File: config.mk
export PLATFORM = sky130hd
export DESIGN_NAME = cdb_arbiter
export DESIGN_NICKNAME = d
export VERILOG_FILES = /design/src/rtl/cdb_arbiter_pkg.sv /design/src/rtl/cdb_arbiter_rr_arbiter.sv /design/src/rtl/cdb_arbiter.sv
export SDC_FILE = /design/constraint.sdc
export NUM_CORES = 1
export LEC_CHECK = 0
export ABC_CLOCK_PERIOD_IN_PS = 8440
export CELL_PAD_IN_SITES_DETAIL_PLACEMENT = 1
export CELL_PAD_IN_SITES_GLOBAL_PLACEMENT = 1
export CORE_MARGIN = 2
export CORE_UTILIZATION = 43
export DETAILED_ROUTE_END_ITERATION = 10
export GPL_TIMING_DRIVEN = 1
export PLACE_DENSITY_LB_ADDON = 0.08
export SLEW_MARGIN = 20
export SYNTH_ARGS = -nofsm -noshare
export SYNTH_HDL_FRONTEND = slang
export SYNTH_SLANG_ARGS = --single-unit
export TNS_END_PERCENT = 20
File: constraint.sdc
create_clock -name clk -period 8.44 [get_ports clk]
set_input_delay 1.266 -clock clk [delete_from_list [all_inputs] [get_ports clk]]
set_output_delay 1.266 -clock clk [all_outputs]
set_load 0.005 [all_outputs]
File: src/rtl/cdb_arbiter_pkg.sv
// +--------------------------------------------------------------------+
// | cdb_arbiter_pkg : core-wide result-bus sizing and requester ids     |
// | rev 1.0                                                             |
// +--------------------------------------------------------------------+
`default_nettype none

package cdb_arbiter_pkg;

  localparam int NREQ   = 4;
  localparam int TAG_W  = 6;
  localparam int DATA_W = 32;

  // Fixed requester mapping onto the CDB arbiter ports.
  typedef enum logic [1:0] {
    REQ_ALU = 2'd0,
    REQ_MUL = 2'd1,
    REQ_DIV = 2'd2,
    REQ_LS  = 2'd3
  } req_id_e;

endpackage

`default_nettype wire

File: src/rtl/cdb_arbiter_rr_arbiter.sv
// +--------------------------------------------------------------------+
// | rr_arbiter : combinational round-robin pick, search starts at ptr   |
// | rev 1.0                                                             |
// +--------------------------------------------------------------------+
`default_nettype none

module rr_arbiter #(
  parameter int NREQ  = 4,
  parameter int IDX_W = 2
) (
  input  logic [NREQ-1:0]  req,
  input  logic [IDX_W-1:0] ptr,
  output logic [NREQ-1:0]  grant,
  output logic [IDX_W-1:0] winner,
  output logic             any
);

  always_comb begin
    logic [IDX_W-1:0] cand;
    cand   = '0;
    grant  = '0;
    winner = '0;
    any    = 1'b0;
    // Walk ptr, ptr+1, ... with wrap; the first requesting slot wins.
    for (int k = 0; k < NREQ; k++) begin
      cand = IDX_W'((int'(ptr) + k) % NREQ);
      if (!any && req[cand]) begin
        any         = 1'b1;
        grant[cand] = 1'b1;
        winner      = cand;
      end
    end
  end

endmodule

`default_nettype wire

File: src/rtl/cdb_arbiter.sv
// +--------------------------------------------------------------------+
// | cdb_arbiter : per-unit holding slots feeding a registered CDB       |
// | rev 1.0                                                             |
// +--------------------------------------------------------------------+
`default_nettype none

module cdb_arbiter #(
  parameter int NREQ   = cdb_arbiter_pkg::NREQ,
  parameter int TAG_W  = cdb_arbiter_pkg::TAG_W,
  parameter int DATA_W = cdb_arbiter_pkg::DATA_W
) (
  input  logic                     clk,
  input  logic                     rst,
  input  logic                     flush,
  input  logic [NREQ-1:0]          req_valid,
  input  logic [NREQ*TAG_W-1:0]    req_tag,
  input  logic [NREQ*DATA_W-1:0]   req_data,
  output logic [NREQ-1:0]          req_ready,
  output logic                     cdb_valid,
  output logic [TAG_W-1:0]         cdb_tag,
  output logic [DATA_W-1:0]        cdb_data,
  output logic [$clog2(NREQ)-1:0]  cdb_src
);

  import cdb_arbiter_pkg::*;

  localparam int IDX_W = $clog2(NREQ);

  logic [NREQ-1:0]             slot_valid_q, slot_valid_d;
  logic [NREQ-1:0][TAG_W-1:0]  slot_tag_q,   slot_tag_d;
  logic [NREQ-1:0][DATA_W-1:0] slot_data_q,  slot_data_d;
  logic [IDX_W-1:0]            ptr_q,        ptr_d;
  logic                        cdb_valid_q,  cdb_valid_d;
  logic [TAG_W-1:0]            cdb_tag_q,    cdb_tag_d;
  logic [DATA_W-1:0]           cdb_data_q,   cdb_data_d;
  logic [IDX_W-1:0]            cdb_src_q,    cdb_src_d;

  logic [NREQ-1:0]  grant;
  logic [NREQ-1:0]  xfer;
  logic [IDX_W-1:0] winner;
  logic             any_valid;

  rr_arbiter #(
    .NREQ  (NREQ),
    .IDX_W (IDX_W)
  ) u_rr (
    .req    (slot_valid_q),
    .ptr    (ptr_q),
    .grant  (grant),
    .winner (winner),
    .any    (any_valid)
  );

  // A slot being granted this cycle can take a new result: grant-and-refill.
  assign req_ready = flush ? '0 : (~slot_valid_q | grant);
  assign xfer      = req_valid & req_ready;

  always_comb begin
    slot_tag_d  = slot_tag_q;
    slot_data_d = slot_data_q;
    for (int i = 0; i < NREQ; i++) begin
      if (xfer[i]) begin
        slot_tag_d[i]  = req_tag[i*TAG_W +: TAG_W];
        slot_data_d[i] = req_data[i*DATA_W +: DATA_W];
      end
    end
  end

  always_comb begin
    slot_valid_d = (slot_valid_q & ~grant) | xfer;
    ptr_d        = ptr_q;
    cdb_valid_d  = any_valid;
    cdb_tag_d    = cdb_tag_q;
    cdb_data_d   = cdb_data_q;
    cdb_src_d    = cdb_src_q;
    if (flush) begin
      slot_valid_d = '0;
      ptr_d        = '0;
      cdb_valid_d  = 1'b0;
    end else if (any_valid) begin
      ptr_d      = (winner == IDX_W'(NREQ - 1)) ? '0 : winner + 1'b1;
      cdb_tag_d  = slot_tag_q[winner];
      cdb_data_d = slot_data_q[winner];
      cdb_src_d  = winner;
    end
  end

  always_ff @(posedge clk) begin
    if (rst) begin
      slot_valid_q <= '0;
      slot_tag_q   <= '0;
      slot_data_q  <= '0;
      ptr_q        <= '0;
      cdb_valid_q  <= 1'b0;
      cdb_tag_q    <= '0;
      cdb_data_q   <= '0;
      cdb_src_q    <= '0;
    end else begin
      slot_valid_q <= slot_valid_d;
      slot_tag_q   <= slot_tag_d;
      slot_data_q  <= slot_data_d;
      ptr_q        <= ptr_d;
      cdb_valid_q  <= cdb_valid_d;
      cdb_tag_q    <= cdb_tag_d;
      cdb_data_q   <= cdb_data_d;
      cdb_src_q    <= cdb_src_d;
    end
  end

  assign cdb_valid = cdb_valid_q;
  assign cdb_tag   = cdb_tag_q;
  assign cdb_data  = cdb_data_q;
  assign cdb_src   = cdb_src_q;

endmodule

`default_nettype wire

# After elaboration in Yosys (flattened, before gate mapping)
# Index checks and enable logic that the tools add are counted.
[classes]
n_reduce_logical = 12
n_eq_ne = 1
mux = 34
n_lt_le_gt_ge = 9
bitwise_logic = 10
n_addsub = 4
[ops]
columns = ["op", "n"]
rows = [
  ["32-bit binary-select mux with 2-bit select", 1],
  ["32-bit 2-to-1 mux", 1],
  ["4-bit 2-to-1 mux", 5],
  ["4-bit bitwise OR", 5],
  ["2-bit by 3-bit < comparator with 1-bit output, second input constant", 5],
  ["6-bit binary-select mux with 2-bit select", 1],
  ["1-bit 2-to-1 mux", 12],
  ["2-bit 2-to-1 mux", 5],
  ["4-bit bitwise AND", 2],
  ["1-bit binary-select mux with 2-bit select", 4],
  ["1-bit demux with 2-bit select", 4],
  ["2-bit by 1-bit greater-or-equal comparator with 1-bit output, second input constant", 4],
  ["4-bit NOT", 2],
  ["1-bit logical AND", 7],
  ["6-bit 2-to-1 mux", 1],
  ["2-bit by 1-bit adder with 2-bit output, second input constant", 2],
  ["2-bit adder, second input constant", 2],
  ["1-bit zero test", 3],
  ["2-bit == test, second input constant", 1],
  ["2-bit AND reduction", 1],
  ["2-bit OR reduction", 1],
  ["1-bit NOT", 1],
]
[word_totals]
register_bits = 199
output_inout_bits = 45

# Logic depth before layout (Yosys ltp)
# Gate-level depths: netlist (run 1).
[depth]
ltp_word = 16
mapped_depth = 16

# By module
# From an unflattened synthesis (run 1), not the netlist that was laid out.
[unflattened]
cells_unflattened = 957
area_unflattened_um2 = 9666.8
[by_module_without_submodules]
columns = ["module", "area_per_inst_um2", "instances", "seq_area_each_um2", "cells_per_inst"]
rows = [
  ["cdb_arbiter", 9245.1, 1, 3983.8, 912],
  ["rr_arbiter", 421.7, 1, 0.0, 45],
]

# Worst setup path before layout (run 1)
# Ideal clock, no wire load.
[synth_timing]
path_kind = "reg2out"
start = "register ptr_q[0]"
end = "output req_ready[0]"
path_slack_ps = 4664
n_path_buf = 2
required_ps = 7174
stages_incl_launch_ff = 10
arrival_time_ps = 2510
cell_sequence = "dfxtp_1 buf_2 inv_1 clkbuf_1 ha_1 or3b_1 a2111oi_4 o31ai_1 and4_1 nor2_1"
[synth_between]
elab_chain_cells = 14
elab_cells_between_ends = 49
[synth_lines]
columns = ["element", "line_no", "source"]
rows = [
  ["from (decl)", "cdb_arbiter.sv:32", "logic [IDX_W-1:0] ptr_q, ptr_d;"],
  ["from (signal assigned)", "cdb_arbiter.sv:102", "ptr_q <= ptr_d;"],
  ["parallel branches: the longest is 11 deep, another holds 2-bit by 3-bit < comparator with 1-bit output", "--", ""],
  ["4-bit 2-to-1 mux (*)", "cdb_arbiter_rr_arbiter.sv:27", "if (!any && req[cand]) begin"],
  ["4-bit bitwise OR (*)", "cdb_arbiter.sv:55", "assign req_ready = flush ? '0 : (~slot_valid_q | grant);"],
  ["4-bit 2-to-1 mux (*)", "cdb_arbiter.sv:55", ""],
  ["to (decl)", "cdb_arbiter.sv:18", "output logic [NREQ-1:0] req_ready,"],
]
# Every way passes the cells marked *. The select of a mux whose other input is x is not followed.

# Worst setup path in the final report (run 1)
[layout_timing]
start = "register ptr_q[0]"
end = "output req_ready[3]"
# The elaborated chain is that of the path after synthesis.

==> results of run 1 <==
[registers in the layout, indices dropped and copies added (netlist names)]
register and cells:
slot_data_q 128, cdb_data 32, slot_tag_q 24, cdb_tag 6, slot_valid_q 4, cdb_src 2
ptr_q 2, cdb_valid 1
[metrics by stage]
stage | power (W) | hold slack [ns]
after detailed placement | 0.00151 | 0.448
after CTS | 0.00237 | 0.459
after floorplan | 0.00133 | 0.452
final | 0.00235 | 0.457
after global routing | 0.00245 | 0.486
after global placement | 0.00150 | 0.443
[worst max-delay path: stages, from the launching register on]
cell and delay, ns:
dfxtp_4 0.34, inv_1 0.62, ha_1 0.52, or3b_1 0.48, a2111oi_4 0.40, o31ai_1 0.19
and4_1 0.25, nor2_1 0.08, clkdlybuf4s50_1 0.51
[cells in the mapped netlist (3+ instances only)]
cell type and count:
a221oi_1 5, nor2b_1 3, mux2_1 16, buf_4 8
a221oi_2 10, o31ai_1 3, nand3_1 49, o22ai_1 19
nand2b_1 7, a21boi_0 4, mux2i_1 197, ha_1 7
nor3_1 5, clkbuf_1 48, buf_12 6, a222oi_1 16
o21bai_1 16, and4_1 4, buf_6 6, a21boi_1 4
a21oi_1 21, mux4_2 3, o211ai_1 28, a22oi_1 15
o311ai_0 9, o311ai_1 10, o21a_1 4, buf_2 21
nand2_1 53, a41oi_2 3, inv_1 25, nor2_1 166
and3_1 40, dfxtp_1 199, buf_1 3
[area by class of cell]
cell class                 instances  area [sq um]  share of cell area
sequential                       199          3990               0.312
clock inverter                    15           205              0.0161
timing repair buffer             219          2150               0.168
tap                              319           399              0.0313
multi-input combinational        750          5490               0.430
clock buffer                      17           425              0.0333
inverter                          25          93.8             0.00735
antenna                            4          10.0            0.000784
[per-layer routing]
metal	vias up	track usage	routed length, um
met3	32	0.0518	1670
met1	4287	0.355	14800
met2	210	0.412	14600
li1	4151	-	-
met4	0	0.0766	546
met5	-	0	0
[worst max path at each step]
stage               slack (ns)            to  startpoint
finish                    3.34  req_ready[3]    ptr_q[0]
global route              3.08  req_ready[3]    ptr_q[0]
CTS                       3.33  req_ready[3]    ptr_q[0]
detailed placement        3.82  req_ready[3]    ptr_q[0]
global placement          3.81  req_ready[3]    ptr_q[0]
floorplan                 4.66  req_ready[0]    ptr_q[0]
[power by group through the flow]
stage | Sequential (W) | Combinational [W] | Clock (W)
2_1_floorplan | 0.00104 | 0.000290 | 0
3_3_place_gp | 0.00105 | 0.000452 | 0
3_5_place_dp | 0.00105 | 0.000460 | 0
4_1_cts | 0.00103 | 0.000462 | 0.000876
5_1_grt | 0.00104 | 0.000498 | 0.000914
6_report | 0.00103 | 0.000461 | 0.000859
[kinds of logic after synthesis]
logic type | after synthesis | share of synthesized area
muxes | 218 | 0.222
buffers and inverters | 119 | 0.0663
and+or+nand+nor | 346 | 0.160
AOI/OAI and AO/OA | 179 | 0.147
DFF | 199 | 0.395
adders and majority gates | 7 | 0.00869
==> metrics.md, run 1 <==
| Metric | Value |
|---|---|
| Sequential area share after synthesis | 0.395 |
| R2R depth | 10 |
| Cells after DPL | 1512 |
| Max Freq | 0.196 GHz |
| Avg Synthesized Cell Area | 9.44 sq um |
| DRT Pass-1 Iters | 5 |
| Power Internal | 0.00161 W |
| Die area | 24700 sq um |
| Max-Cap Viols | 0 |
| NetSw | 0.000738 W |
| CTS Buf Count | 17 |
| Dpl hpwl | 21700 um |
| EDFF count, synth | 0 |
| Max Slew Vio Count | 0 |
| Flop-to-flop setup slack | 3.89 ns |
| Finished Cell Area | 12800 sq um |
| Area leader, netlist | dfxtp_1 |
| Largest net degree at the start of global routing | 86 |
| GRT overflow | 0 |
| Logic pwr share | 0.196 |
| Pre-CTS setup slack | 3.82 ns |
| Seq cells post-synth | 199 |
| First-pass GRT wire length | 49400 um |
| Drt first-iter violations | 464 |
| Cell variety after synth | 60 |
| Ports | 204 |
| Nets | 1378 |
| Commonest non-fill, non-tap cell in the layout | clkdlybuf4s50_1 |
| Crit path kind | reg -> out |
| Antenna-violating nets left | 0 |
| Asr flop ratio synth | 0 |
| Beginning of the worst register-to-register path | ptr_q[0] |
| Final clock skew | 0.0184 ns |
| Crit Reg-Reg Endpoint | ptr_q[0] |
| Cell Rows | 56 |
| Via density per instance | 5.61 |
| Routability cong. | 0.816 |
| Fillers | 2605 |
| WL/cell | 20.4 um |
| Chip Width | 157 um |
| Final min period | 5.10 ns |
| Post-synth top area share | 0.395 |
| Maximum clock path buffer count | 2 |
| Fin crit share | 0.605 |
| Syn_nets | 1234 |
| Detailed-route via count | 8680 |
| CTS root buffer | clkbuf_16 |
| Pleak | 4.56 nW |
| Mapped Area | 10100 sq um |
| # H-tree levels | 4 |
| CTS sink cnt | 199 |
| Relative slew slack | 0.288 |
| Min-delay src | cdb_src[1] |
| CP max FO | 23 |
| TritonCTS clock tree | built |
| Die H | 157 um |
| Most frequent cells in the layout | 202 x clkdlybuf4s50_1, 198 x dfxtp_1, 196 x mux2i_1, 164 x nor2_1, 53 x nand2_1 |
| Post-CTS setup buffer count | 0 |
| Placed cell area | 12100 sq um |
| Hold Crit Class | reg -> reg |
| Fin. Hold Viols | 0 |
| Count of final setup violators | 0 |
| Buffers on Ports | 203 |
| Area growth, synth to finish | 26.6% |
| Synth top area cells | dfxtp_1 40%, mux2i_1 20%, nor2_1 6.2% |
| Clk pwr share | 0.365 |
| Hold Buf Count CTS | 0 |
| YS warnings | 0 |
| CP endpoint kind | output port |
| PwrDens | 184 nW/um^2 |
| Synth Flop Type | dfxtp_1 |
| Slew @ Worst Pin | 1.07 ns |
| Worst hold path depth | 2 |
| Fin util | 0.549 |
| Hold path endpoint | cdb_src[1] |
| VDD IR max | 0.122 mV |
| Initial antenna violation count | 4 |
| Core area | 23300 sq um |
| DRT Wirelength | 31600 um |
| Mapped Cells | 1068 |
| Number of global-route vias before repair | 8827 |
| Drc violations | 0 |
| Status | completed |
| CP Data Required Time | 7.17 ns |
| WP data arrival | 3.84 ns |
| Switching share of total power | 0.314 |
| Final setup margin | 3.34 ns |
| GRT Util Overall | 0.258 |
| RSZ-0062 raised after global routing | false |
| Share of cells above drive strength 1 | 0.0694 |
| Worst-path clk slew | 0.08 ns |
| Sequential Power Share | 0.439 |
| Startpoint types | flop |
| Clk_lat worst skew | 0.45 ns |
| Final setup TNS | 0 ns |
| Layout Cells excl Fill | 1548 |
| Starting Density | 0.433 |
| Post-CTS sizing | 0 |
Note: power is estimated with default switching activity, not from simulation.
==> inputs of run 2 (changes only) <==
- ABC_CLOCK_PERIOD_IN_PS: 8440 -> 5200
- CORE_UTILIZATION: 43 -> 39
- clock period: 8.44 -> 5.2 ns (I/O delays scaled with it)
==> run 2 against run 1 <==
Critical path depth stayed put. Setup slack worse by 2.6 ns. Clock skew is 0.0059 ns lower. Register-to-register slack worse by 2.8 ns. Largest power group unchanged. Sequential power is 63% higher. Die area is 10% higher. First-iteration DRC count is 19% higher.
==> metrics.md, run 2 (synthesis gave the netlist of run 1 again) <==
| Metric | Value |
|---|---|
| Status | completed (unchanged) |
| Post-CTS setup buffer count | 0 (unchanged) |
| Startpoint types | flop (unchanged) |
| PwrDens | 298 nW/um^2 (was 184 nW/um^2) |
| Drc violations | 0 (unchanged) |
| Final clock skew | 0.0126 ns (was 0.0184 ns) |
| Initial antenna violation count | 4 (unchanged) |
| Largest net degree at the start of global routing | 85 (was 86) |
| Hold Buf Count CTS | 0 (unchanged) |
| Starting Density | 0.399 (was 0.433) |
| Share of cells above drive strength 1 | 0.0777 (was 0.0694) |
| CP Data Required Time | 4.42 ns (was 7.17 ns) |
| Via density per instance | 5.55 (was 5.61) |
| First-pass GRT wire length | 49800 um (was 49400 um) |
| Number of global-route vias before repair | 8737 (was 8827) |
| Area growth, synth to finish | 27.3% (was 26.6%) |
| Hold Crit Class | reg -> reg (unchanged) |
| Logic pwr share | 0.202 (was 0.196) |
| Slew @ Worst Pin | 1.06 ns (was 1.07 ns) |
| Fin crit share | 0.862 |
| Detailed-route via count | 8697 (was 8680) |
| DRT Wirelength | 32600 um (was 31600 um) |
| Cell Rows | 58 (was 56) |
| Power Internal | 0.00263 W (was 0.00161 W) |
| CP max FO | 14 (was 23) |
| Final setup TNS | 0 ns (unchanged) |
| GRT overflow | 0 (unchanged) |
| CTS root buffer | clkbuf_16 (unchanged) |
| Post-CTS sizing | 0 (unchanged) |
| Dpl hpwl | 22900 um (was 21700 um) |
| Beginning of the worst register-to-register path | ptr_q[1] (was ptr_q[0]) |
| Crit Reg-Reg Endpoint | cdb_data[8] (was ptr_q[0]) |
| Layout Cells excl Fill | 1566 (was 1548) |
| TritonCTS clock tree | built (unchanged) |
| Flop-to-flop setup slack | 1.13 ns (was 3.89 ns) |
| VDD IR max | 0.181 mV (was 0.122 mV) |
| GRT Util Overall | 0.240 (was 0.258) |
| Max Slew Vio Count | 0 (unchanged) |
| Die area | 27200 sq um (was 24700 sq um) |
| Max-Cap Viols | 0 (unchanged) |
| CTS sink cnt | 199 (unchanged) |
| Sequential Power Share | 0.440 (was 0.439) |
| Worst setup path endpoint | req_ready[3] (unchanged) |
| Maximum clock path buffer count | 2 (unchanged) |
| Drt first-iter violations | 554 (was 464) |
| R2R depth | 8 (was 10) |
| Chip Width | 165 um (was 157 um) |
| DRT Pass-1 Iters | 5 (unchanged) |
| WP data arrival | 3.70 ns (was 3.84 ns) |
| RSZ-0062 raised after global routing | false (unchanged) |
| NetSw | 0.00119 W (was 0.000738 W) |
| WL/cell | 20.8 um (was 20.4 um) |
| Top reg by flops | slot_data_q (unchanged) |
| Max Freq | 0.223 GHz |
| Hold_ws | 0.482 ns (was 0.457 ns) |
| Die H | 165 um (was 157 um) |
| Cells after DPL | 1533 (was 1512) |
| Worst-path clk slew | 0.08 ns (about the same) |
| Crit path kind | reg -> out (unchanged) |
| Routability cong. | 0.768 (was 0.816) |
| Relative slew slack | 0.292 (was 0.288) |
| Antenna-violating nets left | 0 (unchanged) |
| Worst setup startpoint | ptr_q[1] (was ptr_q[0]) |
| Ports | 204 (unchanged) |
| Core area | 25300 sq um (was 23300 sq um) |
| Most frequent cells in the layout | 202 x clkdlybuf4s50_1, 198 x dfxtp_1, 196 x mux2i_1, 163 x nor2_1, 53 x nand2_1 (was 202 x clkdlybuf4s50_1, 198 x dfxtp_1, 196 x mux2i_1, 164 x nor2_1, 53 x nand2_1) |
| Fillers | 2872 (was 2605) |
| # H-tree levels | 4 (unchanged) |
| Clk_lat worst skew | 0.44 ns (was 0.45 ns) |
| Switching share of total power | 0.311 (was 0.314) |
| Pleak | 4.61 nW (was 4.56 nW) |
| Overall power | 0.00382 W (was 0.00235 W) |
| Count of final setup violators | 0 (unchanged) |
| Final min period | 4.48 ns |
| CTS Buf Count | 17 (unchanged) |
| Commonest non-fill, non-tap cell in the layout | clkdlybuf4s50_1 (unchanged) |
| Largest register FFs | 128 (unchanged) |
| Clk pwr share | 0.358 (was 0.365) |
| Nets | 1388 (was 1378) |
| Fin. Hold Viols | 0 (unchanged) |
| CP endpoint kind | output port (unchanged) |
| Buffers on Ports | 203 (unchanged) |
[run 2: changes by cell type in the layout (fill, tap and decap cells not counted), sizes merged]
cell	change
buf	+10
clkinvlp	-1
inv	-1
clkbuf	+1
clkinv	+1
diode	-3
[run 2: stage by stage]
stage,cell area [sq um],util,setup WS (ns)
global placement,12200,0.483,1.24
finish,12800,0.508,0.717
floorplan,10100,-,1.91
global route,12800,0.508,0.514
CTS,12800,0.508,0.684
detailed placement,12200,0.483,1.13
[run 2: worst min-delay path by stage]
stage / start / end / slack, ns / depth (start not counted)
6_report: cdb_data[25] / cdb_data[25] / 0.48 / 2
5_1_grt: cdb_data[22] / cdb_data[22] / 0.52 / 2
4_1_cts: cdb_data[23] / cdb_data[23] / 0.48 / 2
3_3_place_gp: cdb_data[25] / cdb_data[25] / 0.45 / 2
3_5_place_dp: cdb_data[23] / cdb_data[23] / 0.46 / 2
2_1_floorplan: slot_data_q[31] / slot_data_q[31] / 0.45 / 2
[run 2: per-layer routing]
layer  vias up  wire [um]  track usage  share of wire
met5         -         14            0        0.00043
met2       216      14800        0.384           0.46
met3        27       2040       0.0620          0.063
met4         2        448       0.0577          0.014
li1       4179          -            -              -
met1      4273      15300        0.324           0.47
[run 2: power groups by stage]
stage | Clock [W] | Sequential, W | Combinational, W
floorplan | 0 | 0.00168 | 0.000471
global placement | 0 | 0.00171 | 0.000755
detailed placement | 0 | 0.00171 | 0.000766
CTS | 0.00139 | 0.00168 | 0.000772
global route | 0.00145 | 0.00169 | 0.000831
finish | 0.00137 | 0.00168 | 0.000770
[run 2: final cells by class]
type	instances	area, sq um	area share
Clock buffer	18	439	0.0342
Sequential cell	199	3990	0.311
Inverter	25	93.8	0.00731
Clock inverter	14	173	0.0135
Multi-Input combinational cell	750	5500	0.429
Tap cell	330	413	0.0322
Timing Repair Buffer	229	2220	0.173
Antenna cell	1	2.50	0.000195
[run 2: critical path, cell delays in order, from the launching register on]
cell and delay (ns):
dfxtp_1 0.66, inv_1 0.17, ha_1 0.50, or3b_1 0.48, a2111oi_4 0.39, o31ai_1 0.19
and4_1 0.25, nor2_1 0.09, clkdlybuf4s50_1 0.51
==> RTL edit (settings of run 1) <==
Change the package constant `DATA_W` from 32 to 48.
--- a/src/rtl/cdb_arbiter_pkg.sv
+++ b/src/rtl/cdb_arbiter_pkg.sv
@@ -8,7 +8,7 @@
 
   localparam int NREQ   = 4;
   localparam int TAG_W  = 6;
-  localparam int DATA_W = 32;
+  localparam int DATA_W = 48;
 
   // Fixed requester mapping onto the CDB arbiter ports.
   typedef enum logic [1:0] {
Ports: changed (resized cdb_data and req_data); port bits go from 204 to 284. The function was not compared with the original's and may differ.
==> RTL edit against run 1 <==
Global-route usage is 0.52 points lower. Area after synthesis grew 21%. Die area up 20%. Final area increased by 26%. Combinational power increased by 20%. Sequential cell count increased by 80. Power is 41% higher. Register-to-register slack worse by 0.58 ns. Wire length up 22%. Worst setup slack got worse by 0.51 ns. Highest routed layer unchanged.
==> RTL edit: results (changes against run 1) <==
metric,value,unit,change
netlist_instances,1216,,+14%
clockPowerShare,39.6,%,+3.1 points
multi_input_area_share,37.6,%,-5.4 points
synth.distinct_cells,54,,-10%
multi_input_cells,821,,+9.5%
clkTransAtPathRegs,0.06,ns,-0.02 ns
status,"finished, final reports clean",,
synth.area.top_cells,"dfxtp_1 (46%), mux2i_1 (22%), nor2_1 (8.4%), and3_1 (2.2%), clkbuf_1 (2.0%)",,
largest_reg_flops,192,,+50%
clockBufferDepth,3,,+1
grtUsageTotal,25.3,%,-0.52 points
routed_wl,38500,um,+22%
reg2reg_setup_slack,3.31,ns,-0.58 ns
buf_share,18.3,%,+1.4 points
gr-usage-met3,5.84,%,+0.66 points
inv_count,9,,-64%
met2WireLength,18700,um,+28%
grt_max_degree,131,,+52%
grt_pass1_vias,10700,,+21%
seq_area_frac_synth,45.9,%,+6.4 points
stdcell_count,1843,,+19%
worst_slew_pin_slew,1.08,ns,+0.0146 ns
drt_first_pass_iters,4,,-1
drt_iter0_markers,437,,-5.8%
gr-usage-met2,44.7,%,+3.5 points
endpoint,req_ready[0],,
p_sw,0.876,mW,+19%
vias_per_cell,5.48,,-2.3%
layout-drive-gt1-share,6.84,%,-0.099 points
peakVddDrop,0.149,mV,+22%
fin_skew,0.0120,ns,-0.00644 ns
met1Wirelength,16600,um,+12%
clkbuf_count,50,,+33
seq_share,34.8,%,+3.5 points
worstSkewPairLatency,0.56,ns,+0.11 ns
synth_compound_area_share,13.1,%,-1.7 points
-- RTL edit: cell count changes after synthesis, sizes merged, moves of 17 or more --
cell     delta
a2111oi    +37
a211oi     +39
a21oi      -17
dfxtp      +80
inv        -17
mux2       -18
mux2i      +75
nand2      -39
nand3      -47
nor2      +103
o211ai     -28
-- RTL edit: worst min path at each step --
stage / to / slack, ns / depth (start not counted)
detailed placement: slot_data_q[140] / 0.48 / 2
floorplan: slot_tag_q[6] / 0.45 / 2
finish: slot_data_q[131] / 0.49 / 2
global placement: slot_tag_q[8] / 0.47 / 2
CTS: slot_data_q[107] / 0.49 / 2
global route: slot_data_q[134] / 0.51 / 2
-- RTL edit: critical path, cell delays in order, from the launching register on --
cell,delay [ns]
dfxtp_2,0.91
inv_1,0.33
ha_1,0.58
mux4_2,0.42
or3b_2,0.49
o21ai_0,0.30
nor3_1,0.13
nor2_1,0.11
clkdlybuf4s50_1,0.52
